## src/rtl/bcd_chain_counter.sv

```systemverilog
// Multi-digit BCD counter chain. Each digit has its own rollover limit, and the
// chain supports up/down counting, clear, load, wrap-or-saturate and sticky overflow.
module bcd_chain_counter #(
  parameter int unsigned DIGITS = 4,
  parameter logic [31:0] LIMITS = 32'h0000_5959,
  parameter bit          WRAP   = 1'b1
) (
  input  logic                  clk,
  input  logic                  reset_n,
  input  logic                  enable,
  input  logic                  up,
  input  logic                  clear,
  input  logic                  load,
  input  logic [4*DIGITS-1:0]   load_value,
  output logic [4*DIGITS-1:0]   count,
  output logic                  done,
  output logic                  overflow
);

  localparam int unsigned W = 4 * DIGITS;

  logic [W-1:0]      count_q, count_d;
  logic              overflow_q, overflow_d;
  logic [DIGITS-1:0] terminal;
  logic [DIGITS-1:0] step_en;
  logic              all_term;

  // A digit is terminal at its limit going up, or at zero going down. A digit
  // only steps when every digit below it is terminal.
  always_comb begin
    terminal = '0;
    step_en  = '0;
    for (int i = 0; i < int'(DIGITS); i++) begin
      terminal[i] = up ? (count_q[4*i +: 4] == LIMITS[4*i +: 4])
                       : (count_q[4*i +: 4] == 4'd0);
    end
    step_en[0] = 1'b1;
    for (int i = 1; i < int'(DIGITS); i++) begin
      step_en[i] = step_en[i-1] & terminal[i-1];
    end
  end

  assign all_term = &terminal;

  always_comb begin
    // NOTE: every signal written here gets a default first, so no path through the if/else tree can infer a latch.
    count_d    = count_q;
    overflow_d = overflow_q;
    if (clear) begin
      count_d    = '0;
      overflow_d = 1'b0;
    end else if (load) begin
      // Clamping to the limit also covers non-BCD nibbles, since every limit is at most 9.
      for (int i = 0; i < int'(DIGITS); i++) begin
        count_d[4*i +: 4] = (load_value[4*i +: 4] > LIMITS[4*i +: 4]) ? LIMITS[4*i +: 4]
                                                                      : load_value[4*i +: 4];
      end
      overflow_d = 1'b0;
    end else if (enable) begin
      if (all_term) begin
        overflow_d = 1'b1;
      end
      if (WRAP || !all_term) begin
        for (int i = 0; i < int'(DIGITS); i++) begin
          if (step_en[i]) begin
            if (up) begin
              count_d[4*i +: 4] = terminal[i] ? 4'd0 : count_q[4*i +: 4] + 4'd1;
            end else begin
              count_d[4*i +: 4] = terminal[i] ? LIMITS[4*i +: 4] : count_q[4*i +: 4] - 4'd1;
            end
          end
        end
      end
    end
  end

  // NOTE: registered state uses non-blocking assignments so every flop samples pre-edge values.
  always_ff @(posedge clk or negedge reset_n) begin
    if (!reset_n) begin
      count_q    <= '0;
      overflow_q <= 1'b0;
    end else begin
      count_q    <= count_d;
      overflow_q <= overflow_d;
    end
  end

  assign count    = count_q;
  assign overflow = overflow_q;
  // Gated by reset_n, so a downstream instance never sees a stray enable during reset.
  assign done     = enable & ~clear & ~load & reset_n & all_term;

endmodule
```

## config.mk

```make
export PLATFORM = sky130hd
export DESIGN_NAME = bcd_chain_counter
export DESIGN_NICKNAME = d
export VERILOG_FILES = /design/src/rtl/bcd_chain_counter.sv
export SDC_FILE = /design/constraint.sdc
export NUM_CORES = 1
export LEC_CHECK = 0
export ABC_AREA = 1
export BUFFER_PORTS_ARGS = -buffer_cell sky130_fd_sc_hd__buf_4
export CAP_MARGIN = 20
export CORE_UTILIZATION = 42
export CTS_BUF_LIST = sky130_fd_sc_hd__clkbuf_8
export DETAILED_ROUTE_END_ITERATION = 8
export PLACE_DENSITY = 0.77
export SETUP_SLACK_MARGIN = 0.15
export SLEW_MARGIN = 20
export SYNTH_ARGS = -nofsm -noshare
export SYNTH_HDL_FRONTEND = slang
export SYNTH_SLANG_ARGS = --single-unit
export TNS_END_PERCENT = 1
```

## constraint.sdc

```tcl
create_clock -name clk -period 2 [get_ports clk]
set_input_delay 0.1 -clock clk [delete_from_list [all_inputs] [get_ports clk]]
set_output_delay 0.1 -clock clk [all_outputs]
set_load 0.03 [all_outputs]
```

# ---- After elaboration in Yosys (flattened, before gate mapping)
# Cells that the tools add are included.
dict set report word_totals {
  ff_bits 17
  out_inout_bits 18
  input_bits 22
}
dict set report op_classes {
  n_lt_le_gt_ge 4
  addsub 8
  n_reduce_logical 14
  mux 30
  n_eq_ne 4
  bitwise 8
}
# op n
set ops {}
lappend ops {{$mux W4} 19}
lappend ops {{$mux W16} 3}
lappend ops {{$add A4 B1 Y4 const B} 4}
lappend ops {{$logic_not A4 Y1} 4}
lappend ops {{$sub A4 B1 Y4 const B} 4}
lappend ops {{$reduce_bool A3 Y1} 5}
lappend ops {{$eq A4 B3 Y1 const B} 2}
lappend ops {{$eq A4 B4 Y1 const B} 2}
lappend ops {{$gt A4 B3 Y1 const B} 2}
lappend ops {{$gt A4 B4 Y1 const B} 2}
lappend ops {{$mux W1} 8}
lappend ops {{$reduce_and A2 Y1} 4}
lappend ops {{$and A1 B1 Y1} 6}
lappend ops {{$reduce_and A4 Y1} 1}
lappend ops {{$not A1 Y1} 2}

# ---- Longest topological paths before layout
# Gate-level depths: netlist of the first run.
dict set report depth {
  depth_word 8
  mapped_depth 12
  ltp_nobuf 12
}

# ---- Worst setup path after synthesis of the first run
# OpenSTA, ideal clock, no wires.
dict set report synth_path {
  kind {register to output}
  startpoint {register count_q[0] (netlist: count[0])}
  endpoint {output port done}
  path_stages_with_launch 11
  path_slack_ns 0.148
  required_time_ns 1.900
  n_path_buf 0
  t_arrival_ns 1.752
  path_cell_list {dfrtp_1 > inv_1 > ha_1 > inv_1 > nor2_4 > nand2_2 > nand2_2 > nand2_2 > nor2_4 > nand2_1 > nor2_1}
}
dict set report synth_between {
  elab_chain_cells 4
  elab_cells_between_ends 5
  cone_classes {eq/ne (1); mux (1); bitwise (1); reduce/logical (2)}
}
# item line_no
set synth_rtl {}
lappend synth_rtl {{from (decl)} 22} ;# logic [W-1:0] count_q, count_d;
lappend synth_rtl {{from (signal assigned)} 83} ;# count_q <= count_d;
lappend synth_rtl {{$eq A4 B4 Y1 / $logic_not A4 Y1 (equally long branches)} {34, 35}}
lappend synth_rtl {{$mux W1 *} 34} ;# terminal[i] = up ? (count_q[4*i +: 4] == LIMITS[4*i +: 4])
lappend synth_rtl {{$reduce_and A4 Y1 *} 43} ;# assign all_term = &terminal;
lappend synth_rtl {{$and A1 B1 Y1 *} 91} ;# assign done = enable & ~clear & ~load & reset_n & all_term;
lappend synth_rtl {{to (decl)} 16} ;# output logic done,
# Mark *: on every way between the ends. The rest lies on a longest branch, timed or not.

# ---- Final worst setup path of the first run
dict set report layout_path {
  startpoint {register count_q[1] (netlist: count[1])}
  endpoint {output port done}
}
# The elaborated chain is that of the path after synthesis.

==> results of run 1 <==
## layer usage
metal | global-route usage | part of all wire | wire length [um] | vias to the layer above
met5 | 0 | 0 | 0 | -
met4 | 0.0598 | 0.0086 | 38 | 0
met3 | 0.0330 | 0.058 | 255 | 6
met2 | 0.346 | 0.49 | 2160 | 55
met1 | 0.278 | 0.44 | 1950 | 843
li1 | - | - | - | 918
## Yosys cell counts (all sizes together) (2+ instances only)
cell type  number
a21oi          12
xor2            5
nand4          13
dfrtp          17
a31oi           2
buf             6
nor2           21
xnor2           3
inv            27
nand3          27
ha             12
clkbuf          2
o31ai           2
o21ai          18
nand2          73
## what timing repair did
item / 4_1_cts / 5_1_grt
setup buffers: 4 / 13
pin swaps: 1 / 10
setup endpoints to repair: 1 / 1
hold endpoints to repair: 17 / 0
hold buffers: 1 / 0
gates resized for setup: 7 / 15
## final cells by class
class                      count  share of cell area
inverter                      28              0.0466
sequential                    17               0.191
clock buffer                   3              0.0183
clock inverter                 1             0.00222
timing repair buffer          59               0.199
multi-input combinational    192               0.516
tap                           48              0.0267
## worst paths after layout
| check | endpoint | cells after the start |
|---|---|---|
| setup reg to reg | count[10] | 11 |
| max in group asynchronous | count[0] | 2 |
| hold reg to reg | overflow | 2 |
| hold / removal | count[3] | 4 |
| min in group asynchronous | count[13] | 2 |
| setup / recovery | done | 9 |
## through the flow
step / cell area (sq um) / setup WS [ns] / utilization
2_1_floorplan: 1710 / 0.274 / -
3_3_place_gp: 2010 / 0.380 / 0.534
3_5_place_dp: 2010 / 0.352 / 0.534
4_1_cts: 2110 / 0.155 / 0.560
5_1_grt: 2250 / 0.0933 / 0.598
6_report: 2250 / 0.175 / 0.598
## sequential cells by signal (all words and copies together), names as in the netlist
name,flops
count,16
overflow,1
## where the power goes
part,switching [mW],internal [mW]
logic,0.420,0.324
clock network,0.131,0.139
registers,0.0710,0.387
## worst min-delay path, stage by stage
cell     delay (ns)
buf_4          0.09
nor2_2         0.05
nand2_1        0.05
nand2_1        0.04
## cells by family after synthesis
logic type | Yosys count | share of synthesized area
fa+ha+maj | 12 | 0.0881
xor+xnor | 8 | 0.0411
compound gates | 36 | 0.113
flops | 17 | 0.250
simple gates | 136 | 0.410
buf+inv | 36 | 0.0976
==> results.py, run 1 <==
metrics = {
    "hold_path": {
        "hp-class": "input port to flop",
        "worstHoldStart": "enable",
    },
    "critical_path": {
        "critPathKind": "flop to primary output",
        "cp-end-kind": "primary output",
        "critPathLaunch": "count[1]",
        "cp_num_buf_inv": 2,
        "reg2reg_setup_slack_ns": 0.37,
        "critPathMostFrequentCell": "nand2_2",
        "cpPeakStageDelay_ns": 0.39,
        "r2r-start": "count[8]",
        "start_kind": "flop",
        "cp_top_family": "simple AND/OR/NAND/NOR gates",
        "arrival_ns": 1.72,
        "crit_fanout": 5,
        "cp_cell_sequence": "inv_2 -> ha_1 -> nand4_4 -> nand2_2 -> nand2_2 -> nor2_4 -> nand2_2 -> nor2_2 -> buf_6",
        "cp_slowest_cell": "dfrtp_1",
        "cp.required_ns": 1.90,
    },
    "clock_tree": {
        "cts.sinks": 17,
        "clkLatencyLatePin_ns": 0.26,
        "cts_tree": "yes",
        "cts-root-buf": "clkbuf_8",
        "h-tree-depth": 1,
        "cts_buffer_depth": 2,
        "cts-buffers-inserted": 3,
        "clkTransAtPathRegs_ns": 0.07,
    },
    "yosys": {
        "synthesis.instances": 245,
        "ys.flop_type": "dfrtp_1",
        "synth_top_area_frac": 0.250,
        "yosysWarnings": 0,
        "async_reset_ff_frac": 1.00,
        "synthesis.nets": 279,
        "synth_cell_type_count": 31,
        "synthesis.area_sq_um": 1700,
        "ys_top_cells_by_area": "dfrtp_1 (25%), nand2_1 (15%), ha_1 (8.8%)",
        "yosysTopAreaCell": "dfrtp_1",
        "ys_seq_area_frac": 0.250,
        "synth_edf_count": 0,
        "synth-seq-cells": 17,
        "synth.avg_cell_area_sq_um": 6.96,
    },
    "sta": {
        "worst_pin_slew_ns": 0.306,
        "timing.final.crit_share": 0.912,
        "fin_crit_ns": 1.82,
        "rsz0062_at_grt": "true",
        "setup_viol": 0,
        "finalHoldViolCount": 0,
        "skew_ns": 0.00447,
        "hold_ws_ns": 0.115,
        "fmax_mhz": 548,
        "fin_tns_setup_ns": 0,
        "relSlewSlack": 0.796,
        "maxSlewViolCount": 0,
    },
    "layout": {
        "nNetsFinal": 335,
        "num_antenna_cells": 0,
        "layout-drive-gt1-share": 0.360,
        "mostFrequentLayoutCell": "nand2_1",
        "nFillCells": 359,
        "syn2layout_area_growth_pct": 32.2,
        "most-common-layout-cells": "nand2_1 (64), buf_4 (57), nand3_1 (23)",
        "multi_input_area_sq_um": 1160,
        "fin_cells": 348,
        "register_area_sq_um": 430,
    },
    "drt": {
        "antenna_left": 0,
        "dr.pass1.iters": 4,
        "drt_iter0_markers": 89,
        "routedWlPerCell_um": 12.7,
        "vias": 1822,
        "vias_per_cell": 5.24,
        "drt_wl_total_um": 4400,
        "drcViolationCount": 0,
    },
    "grt": {
        "grt_pass1_wl_um": 7050,
        "grt_max_degree": 20,
        "grt_overflow": 0,
        "grtUsageTotal": 0.209,
        "grt_pass1_vias": 1606,
        "grt_antenna_before_repair": 0,
    },
    "die": {
        "die_h_um": 65.7,
        "start_util": 0.452,
        "core_sq_um": 3770,
        "die_w_um": 65.7,
        "num_rows": 22,
        "top_level_ports": 40,
        "die_area_sq_um": 4320,
    },
    "place": {
        "numPortBuffers": 39,
        "hpwl_um": 3130,
        "dp.cells": 326,
        "place.gp.congestion": 0.866,
    },
    "power_and_ir_drop": {
        "total_power_mw": 1.47,
        "powerDensity_nw_per_um2": 653,
        "irDropWorstVdd_mv": 0.405,
        "power_leakage_nw": 1.13,
    },
    "status": {
        "status": "finished clean",
    },
    "run": {
        "maxCapViolations": 0,
    },
}
Power figures use the tool's default switching activity.
==> run 2: changes to the inputs <==
--- a/config.mk
+++ b/config.mk
@@ -8,10 +8,12 @@
 export ABC_AREA = 1
 export BUFFER_PORTS_ARGS = -buffer_cell sky130_fd_sc_hd__buf_4
 export CAP_MARGIN = 20
-export CORE_UTILIZATION = 42
+export CELL_PAD_IN_SITES_DETAIL_PLACEMENT = 0
+export CELL_PAD_IN_SITES_GLOBAL_PLACEMENT = 1
+export CORE_UTILIZATION = 39
 export CTS_BUF_LIST = sky130_fd_sc_hd__clkbuf_8
 export DETAILED_ROUTE_END_ITERATION = 8
-export PLACE_DENSITY = 0.77
+export PLACE_DENSITY = 0.94
 export SETUP_SLACK_MARGIN = 0.15
 export SLEW_MARGIN = 20
 export SYNTH_ARGS = -nofsm -noshare
==> run 2 against run 1 <==
Power fell by 4.0%; sequential share of layout area is 0.58 points higher; global-route usage down 0.98 points; cell count down 2.0%; via count decreased by 3.8%; clock-buffer cell count unchanged; cell area shrank 2.9%; combinational power fell by 7.4%; sequential power about the same; die area up 7.4%; critical path depth is 2 higher; critical endpoint unchanged.
==> results.py, run 2 (synthesis results as in run 1) <==
metrics = {
    "clock_tree": {
        "clkLatencyLatePin_ns": 0.26,
        "cts_buffer_depth": 2,
        "clkTransAtPathRegs_ns": 0.08,
        "cts-buffers-inserted": 3,
        "h-tree-depth": 1,
        "cts_tree": "yes",
        "cts.sinks": 17,
        "cts-root-buf": "clkbuf_8",
    },
    "layout": {
        "most-common-layout-cells": "nand2_1 (64), buf_4 (48), nand3_1 (23)",
        "num_antenna_cells": 0,
        "fin_cells": 341,
        "layout-drive-gt1-share": 0.337,
        "largest_register_ffs": 16,
        "syn2layout_area_growth_pct": 28.3,
        "nNetsFinal": 326,
        "mostFrequentLayoutCell": "nand2_1",
    },
    "drt": {
        "dr.pass1.iters": 4,
        "routedWlPerCell_um": 12.8,
        "drcViolationCount": 0,
        "drt_iter0_markers": 158,
        "drt_wl_total_um": 4350,
        "vias": 1753,
        "antenna_left": 0,
        "vias_per_cell": 5.14,
    },
    "critical_path": {
        "critPathKind": "flop to primary output",
        "arrival_ns": 1.75,
        "r2r-start": "count[0]",
        "cp_slowest_cell": "dfrtp_2",
        "r2r-end": "count[7]",
        "reg2regPathDepth": 12,
        "cpPeakStageDelay_ns": 0.43,
        "reg2reg_setup_slack_ns": 0.49,
        "cp-end-kind": "primary output",
        "critPathMostFrequentCell": "nand2_4",
        "cp_cell_sequence": "inv_2 -> ha_4 -> inv_2 -> nor2_4 -> nand2_4 -> nand2_4 -> nand2_4 -> nor2_4 -> nand2_2 -> nor2_2 -> buf_6",
        "cp.required_ns": 1.90,
        "crit_fanout": 3,
        "start_kind": "flop",
    },
    "grt": {
        "grtUsageMet3": 0.0300,
        "grt_use_met2": 0.326,
        "grtUsageTotal": 0.200,
        "grt_use_met1": 0.270,
        "grt_max_degree": 20,
        "grt_pass1_wl_um": 6980,
        "grt_pass1_vias": 1508,
        "grt_antenna_before_repair": 0,
        "grt_overflow": 0,
        "busiest_layer": "met2",
    },
    "hold_path": {
        "hold_depth": 4,
        "worstHoldStart": "enable",
        "hp-class": "input port to flop",
        "hold_path_end": "count[3]",
    },
    "power_and_ir_drop": {
        "powerDensity_nw_per_um2": 646,
        "total_power_mw": 1.41,
        "irDropWorstVdd_mv": 0.262,
        "power_leakage_nw": 1.11,
    },
    "sta": {
        "setup_viol": 0,
        "timing.final.crit_share": 0.925,
        "relSlewSlack": 0.770,
        "worst_pin_slew_ns": 0.343,
        "finalHoldViolCount": 0,
        "rsz0062_at_grt": "true",
        "hold_ws_ns": 0.152,
        "maxSlewViolCount": 0,
        "fin_crit_ns": 1.85,
        "skew_ns": 0.00618,
        "fmax_mhz": 540,
        "fin_tns_setup_ns": 0,
    },
    "place": {
        "hpwl_um": 3100,
        "place.gp.congestion": 0.820,
        "numPortBuffers": 39,
        "dp.cells": 328,
    },
    "die": {
        "die_area_sq_um": 4640,
        "die_w_um": 68.1,
        "num_rows": 23,
        "core_sq_um": 4090,
        "die_h_um": 68.1,
        "top_level_ports": 40,
        "start_util": 0.417,
    },
    "run": {
        "maxCapViolations": 0,
    },
    "status": {
        "status": "finished clean",
    },
}
-- run 2: changes by cell type in the layout (fill, tap and decap cells not counted), sizes merged --
cell	before	now
buf	58	49
clkinv	2	1
inv	27	28
-- run 2: cell type report --
cell class	instances	area, sq um
clock buffers	3	41.3
inverters	28	105
clock inverters	1	3.75
fillers	417	1900
well taps	50	62.6
flip-flops and latches	17	430
multi-input cells	192	1160
repair buffers	50	382
-- run 2: power breakdown --
| part | total (mW) | switching, mW | leakage [nW] | internal (mW) |
|---|---|---|---|---|
| combinational | 0.689 | 0.406 | 0.868 | 0.282 |
| clock | 0.268 | 0.132 | 0.0269 | 0.137 |
| sequential | 0.456 | 0.0694 | 0.217 | 0.386 |
-- run 2: metal layers --
layer  vias up  routed length [um]
met5         -                   0
met2        63                2050
met1       787                2030
met3         4                 231
met4         0                  35
li1        899                   -
-- run 2: worst max-delay path: cells and delay by family (launching register included) --
family	cells	cell delay (ns)
simple gates	7	0.66
fa+ha+maj	1	0.12
flops	1	0.43
buf+inv	3	0.26
-- run 2: repair_timing --
action | CTS | global route
setup endpoints to repair | 1 | 1
hold endpoints to repair | 17 | 0
resized for setup | 10 | 13
pin swaps | 3 | 6
setup buffers | 4 | 4
hold buffers | 1 | 0
-- run 2: per-stage QoR --
step           cell area [sq um]  utilization  worst slack [ns]
2_1_floorplan               1710            -             0.274
3_3_place_gp                2020        0.493             0.364
3_5_place_dp                2020        0.493             0.342
4_1_cts                     2120        0.519             0.153
5_1_grt                     2190        0.535            0.0414
6_report                    2190        0.535             0.149
-- run 2: worst max-delay path by stage --
stage                         from  endpoint  slack [ns]
final                     count[0]      done        0.15
after global routing      count[5]      done        0.04
after CTS                 count[5]      done        0.15
after detailed placement  count[0]      done        0.34
after global placement    count[0]      done        0.36
after floorplan           count[0]      done        0.27
